### src/rtl/xdisplay_pkg.sv
// Shared constants for the multiplexed 7-segment display: segment bit positions
// and the hex-to-segment table (active-high, bit 0 = segment a).
package xdisplay_pkg;

    localparam int SEG_A  = 0;
    localparam int SEG_B  = 1;
    localparam int SEG_C  = 2;
    localparam int SEG_D  = 3;
    localparam int SEG_E  = 4;
    localparam int SEG_F  = 5;
    localparam int SEG_G  = 6;
    localparam int SEG_DP = 7;

    localparam logic [6:0] HEX_SEG [16] = '{
        7'h3F, 7'h06, 7'h5B, 7'h4F, 7'h66, 7'h6D, 7'h7D, 7'h07,
        7'h7F, 7'h6F, 7'h77, 7'h7C, 7'h39, 7'h5E, 7'h79, 7'h71
    };

endpackage

### src/rtl/hex7seg_dec.sv
// Combinational nibble + decimal point + blank to active-high 8-bit segment pattern.
module hex7seg_dec (
    input  logic [3:0] nibble,
    input  logic       dp,
    input  logic       blank,
    output logic [7:0] seg
);
    import xdisplay_pkg::*;

    always_comb begin
        // NOTE: every output of a combinational block gets a default first so no latch is inferred.
        seg = '0;
        if (!blank) begin
            seg[SEG_G:SEG_A] = HEX_SEG[nibble];
            seg[SEG_DP]      = dp;
        end
    end

endmodule

### src/rtl/xdisplay_mux.sv
// Time-multiplexed N-digit 7-segment driver: shadowed hex word, refresh prescaler,
// guard interval, blanking and leading-zero suppression, all outputs registered.
module xdisplay_mux #(
    parameter int N_DIGITS       = 4,
    parameter int REFRESH_DIV    = 50000,
    parameter int GUARD_CYCLES   = 2,
    parameter bit SEL_ACTIVE_LOW = 1'b1,
    parameter bit SEG_ACTIVE_LOW = 1'b1
) (
    input  logic                  clk,
    input  logic                  reset,
    input  logic                  enable,
    input  logic                  load,
    input  logic [4*N_DIGITS-1:0] val_sel,
    input  logic [N_DIGITS-1:0]   dp_in,
    input  logic [N_DIGITS-1:0]   blank_in,
    input  logic                  lz_suppress,
    output logic [7:0]            disp_value,
    output logic [N_DIGITS-1:0]   disp_sel,
    output logic                  digit_strobe
);
    localparam int CNT_W = $clog2(REFRESH_DIV);
    localparam int IDX_W = $clog2(N_DIGITS);

    localparam logic [N_DIGITS-1:0] SEL_OFF = SEL_ACTIVE_LOW ? '1 : '0;
    localparam logic [7:0]          SEG_OFF = SEG_ACTIVE_LOW ? 8'hFF : 8'h00;

    logic [CNT_W-1:0]      cnt;
    logic [IDX_W-1:0]      idx;
    logic [4*N_DIGITS-1:0] val_q;
    logic [N_DIGITS-1:0]   dp_q;
    logic [N_DIGITS-1:0]   blank_q;

    logic [3:0]            nibbles [N_DIGITS];
    logic [N_DIGITS-1:0]   lz_mask;
    logic [N_DIGITS-1:0]   sel_onehot;
    logic [7:0]            seg_hi;
    logic                  lz_run;
    logic                  terminal;
    logic                  in_guard;

    for (genvar g = 0; g < N_DIGITS; g++) begin : g_nib
        assign nibbles[g] = val_q[4*g +: 4];
    end

    assign terminal = (cnt == CNT_W'(REFRESH_DIV - 1));
    assign in_guard = (cnt < CNT_W'(GUARD_CYCLES));

    // A digit is suppressed while it and every digit above it is a plain zero;
    // a set decimal point anywhere in that run stops the suppression.
    always_comb begin
        lz_mask = '0;
        // NOTE: lz_run is a scratch variable rippled through the loop, so it uses blocking '='.
        lz_run  = lz_suppress;
        for (int i = N_DIGITS - 1; i >= 1; i--) begin
            lz_run     = lz_run & (nibbles[i] == 4'h0) & ~dp_q[i];
            lz_mask[i] = lz_run;
        end
    end

    always_comb begin
        sel_onehot      = '0;
        sel_onehot[idx] = 1'b1;
    end

    hex7seg_dec u_dec (
        .nibble (nibbles[idx]),
        .dp     (dp_q[idx]),
        .blank  (blank_q[idx] | lz_mask[idx]),
        .seg    (seg_hi)
    );

    always_ff @(posedge clk) begin
        if (reset) begin
            cnt          <= '0;
            idx          <= '0;
            val_q        <= '0;
            dp_q         <= '0;
            blank_q      <= '0;
            digit_strobe <= 1'b0;
            disp_sel     <= SEL_OFF;
            disp_value   <= SEG_OFF;
        end else begin
            // NOTE: all sequential state uses non-blocking '<=' so every register samples pre-edge values.
            digit_strobe <= enable & terminal;
            if (enable) begin
                if (terminal) begin
                    cnt <= '0;
                    idx <= (idx == IDX_W'(N_DIGITS - 1)) ? '0 : idx + 1'b1;
                end else begin
                    cnt <= cnt + 1'b1;
                end
            end

            if (load) begin
                val_q   <= val_sel;
                dp_q    <= dp_in;
                blank_q <= blank_in;
            end

            if (!enable || in_guard) begin
                disp_sel   <= SEL_OFF;
                disp_value <= SEG_OFF;
            end else begin
                disp_sel   <= sel_onehot ^ SEL_OFF;
                disp_value <= seg_hi ^ SEG_OFF;
            end
        end
    end

endmodule

### config.mk
export PLATFORM = sky130hd
export DESIGN_NAME = xdisplay_mux
export DESIGN_NICKNAME = d
export VERILOG_FILES = /design/src/rtl/xdisplay_pkg.sv /design/src/rtl/hex7seg_dec.sv /design/src/rtl/xdisplay_mux.sv
export SDC_FILE = /design/constraint.sdc
export NUM_CORES = 1
export LEC_CHECK = 0
export ABC_AREA = 1
export ABC_CLOCK_PERIOD_IN_PS = 1500
export CORE_ASPECT_RATIO = 0.8
export CORE_UTILIZATION = 45
export DETAILED_ROUTE_END_ITERATION = 6
export PLACE_DENSITY = 0.71
export SLEW_MARGIN = 30
export SYNTH_ARGS = -nofsm -noshare
export SYNTH_HDL_FRONTEND = slang
export SYNTH_SLANG_ARGS = --single-unit
export TNS_END_PERCENT = 5
### constraint.sdc
create_clock -name clk -period 1.5 [get_ports clk]
set_input_delay 0.45 -clock clk [delete_from_list [all_inputs] [get_ports clk]]
set_output_delay 0.45 -clock clk [all_outputs]
set_load 0.01 [all_outputs]
==> impl_metrics.env <==
export IMPL_outcome="complete, but fails checks"
export IMPL_violations="setup timing"
export IMPL_yosys_top_cells_area="dfxtp_1 40%, nor2_1 13%, nand2_1 11%, o21ai_0 5.3%, ha_1 4.6%"
export IMPL_yosysWarnings=0
export IMPL_critPathRequiredTime_ns=1.71
export IMPL_irDropWorstVdd_mv=0.350
export IMPL_cts_root_buf="clkbuf_8"
export IMPL_rows=24
export IMPL_async_flop_share_pct=0
export IMPL_period_needed_ns=1.58
export IMPL_nets=495
export IMPL_maxCapViolCount=0
export IMPL_io_pins=42
export IMPL_worstSetupStartpointType="register"
export IMPL_syn_area_per_cell_um2=6.99
export IMPL_num_vias=2654
export IMPL_crit_chain="inv_4 -> o211ai_1 -> nand2_2 -> ha_2 -> nand3b_1 -> nand2_1 -> nor2_1 -> nor2_1 -> nand2_1"
export IMPL_worstSetupPathType="reg2reg"
export IMPL_setup_ws_ns=-0.0823
export IMPL_die_y_um=71.7
export IMPL_grt_util_all_layers_pct=22.2
export IMPL_netlist_area_mm2=0.00273
export IMPL_yosys_area_top_type="dfxtp_1"
export IMPL_fin_util_pct=62.0
export IMPL_syn_num_nets=430
export IMPL_htreeDepth=2
export IMPL_die_w_um=89.1
export IMPL_fp_coreArea_mm2=0.00565
export IMPL_yosysUniqueCellTypes=30
export IMPL_stdcell_count=535
export IMPL_max_slew_margin_rel_pct=83.2
export IMPL_setup_violations=5
export IMPL_crit_fanout=8
export IMPL_cts_sinks=55
export IMPL_drc=0
export IMPL_end_kind="register"
export IMPL_diodes=0
export IMPL_syn_to_final_growth_pct=28.1
export IMPL_grt_pass1_vias=2356
export IMPL_skew_ns=0.00501
export IMPL_syn_inst=391
export IMPL_fin_crit_sh_pct=105
export IMPL_dp_worst_setup_slack_ns=-0.425
export IMPL_synth_main_ff_cell="dfxtp_1"
export IMPL_clk_latency_ns=0.31
export IMPL_totalWireLength_um=6470
export IMPL_dr_pass1_iters=5
export IMPL_grt_pass1_wl_um=10900
export IMPL_die_area_mm2=0.00639
export IMPL_ys_seq_area_share_pct=40.3
export IMPL_worstPathArrival_ns=1.79
export IMPL_cts_path_max_buffers=2
export IMPL_hold_viol=0
export IMPL_start_util_pct=48.4
export IMPL_fin_total_pwr_mw=2.73
export IMPL_place_hpwl_um=4940
export IMPL_dp_cells=527
export IMPL_postRouteAntennaNets=0
export IMPL_slew_viol_final=0
export IMPL_synth_edf_count=0
export IMPL_clk_pin_slew_worst_paths_ns=0.09
export IMPL_cts_buffers=5
export IMPL_post_cts_buffers=0
export IMPL_ys_seq_elements=55
export IMPL_cts_hold_buf=0
export IMPL_place_area_mm2=0.00341
export IMPL_holdCritPathClass="reg2reg"
export IMPL_antenna_found_initial=0
export IMPL_routedWlPerCell_um=12.1
export IMPL_max_slew_worst_pin_slew_ns=0.250
export IMPL_cts_tree="yes"
export IMPL_slowest_stage="dfxtp_4"
export IMPL_rsz0062_at_grt="yes"
export IMPL_via_per_inst=4.96
export IMPL_fmax_mhz=632
export IMPL_layout_drive_gt1_share_pct=16.4
export IMPL_r2r_cells=9
export IMPL_overflow=0
export IMPL_dr_first_iter_drc_count=153
export IMPL_fin_area_mm2=0.00350
export IMPL_yosys_area_top_type_share_pct=40.3
export IMPL_portBuffers=41
export IMPL_p_leak_nw=1.50
export IMPL_place_congestion=0.915
export IMPL_grt_max_degree=24
export IMPL_cpPeakStageDelay_ns=0.42
export IMPL_min_delay_path_depth=2
export IMPL_p_per_area_mw_per_mm2=778
==> repair_timing <==
item / CTS / global route
gates cloned: 0 / 0
endpoints found under the setup margin: 27 / 21
pin swaps: 2 / 2
gates resized for setup: 17 / 6
==> routing by layer <==
metal  global-route usage (%)  up-vias  routed length [µm]
met3                     5.18       10                 506
li1                         -     1373                   -
met2                     31.0       89                2640
met4                     6.53        0                  78
met5                        0        -                   0
met1                     33.5     1182                3240
==> cells in the mapped netlist (4+ instances only) <==
cell type and count:
inv_1 26, nor3_1 4, a21oi_1 14, nand2_1 82, nand4_1 5, clkbuf_1 8, o21ai_0 29, nand2_2 5
dfxtp_1 55, nand3_2 5, nor2_1 92, inv_2 5, ha_1 10, nand3_1 25
==> cell usage in the layout (no fill, tap or decap), drive strengths merged <==
| cell type | synthesis | routed |
|---|---|---|
| nand4 | 5 | 5 |
| nor3 | 6 | 6 |
| clkinvlp | 0 | 1 |
| inv | 33 | 33 |
| o22ai | 1 | 1 |
| a21oi | 14 | 14 |
| clkbuf | 8 | 6 |
| nor3b | 2 | 2 |
| dfxtp | 55 | 55 |
| o21ai | 29 | 29 |
| xor2 | 2 | 2 |
| dlygate4sd2 | 0 | 14 |
| nand3b | 1 | 1 |
| nor2 | 96 | 96 |
| nand3 | 31 | 31 |
| ha | 10 | 10 |
| o211ai | 2 | 2 |
| nand2 | 89 | 89 |
| buf | 4 | 29 |
| clkdlybuf4s50 | 0 | 27 |
| or2 | 2 | 2 |
| o21bai | 1 | 1 |
| clkinv | 0 | 1 |
==> power breakdown <==
part	leakage [nW]	switching (mW)	internal, mW
combinational	1.01	0.195	0.183
clock	0.0412	0.470	0.327
sequential	0.452	0.0347	1.51
==> kinds of logic (layout without fill, tap and decap cells) <==
family	count (synthesis)	after routing	synth area share, %
AOI/OAI and AO/OA	47	47	8.92
buffers and inverters	45	111	7.19
and+or+nand+nor	232	232	38.4
DFF	55	55	40.3
xor gates and xnor gates	2	2	0.641
adders and majority gates	10	10	4.58
==> final timing paths <==
| check | startpoint | endpoint | slack, ns |
|---|---|---|---|
| worst max register to register | idx[0]$_SDFFE_PP0P_ | disp_value[6]$_SDFF_PP1_ | -0.08 |
| worst min-delay path | dp_q[1]$_SDFFE_PP0P_ | dp_q[1]$_SDFFE_PP0P_ | 0.47 |
| worst min register to register | dp_q[1]$_SDFFE_PP0P_ | dp_q[1]$_SDFFE_PP0P_ | 0.47 |
| worst max-delay path | idx[0]$_SDFFE_PP0P_ | disp_value[6]$_SDFF_PP1_ | -0.08 |
==> area by class of cell <==
type	instances	area (µm²)
fill	536	2140
multi-input combinational	291	1460
sequential	55	1110
timing repair buffer	70	623
inverter	33	129
tap	78	97.6
clock buffer	6	72.6
clock inverter	2	12.5
==> critical path, delay by kind of cell, from the launching register on <==
kind                       cells  cell delay [ns]
and+or+nand+nor                6             0.59
DFF                            1             0.42
AOI/OAI and AO/OA              1             0.21
adders and majority gates      1             0.20
buffers and inverters          1             0.06
==> per-stage QoR <==
stage,TNS (ns),hold slack (ns)
CTS,-0.102,0.469
detailed placement,-9.43,0.454
global placement,-8.42,0.445
floorplan,-0.133,0.434
finish,-0.177,0.471
global route,-0.709,0.503
==> flip-flops by register name, indices dropped and copies added, names as in the netlist <==
register,flops
blank_q,4
cnt,16
dp_q,4
idx,2
digit_strobe,1
disp_sel,4
disp_value,8
val_q,16
No activity file was read; power rests on OpenSTA's default activity.
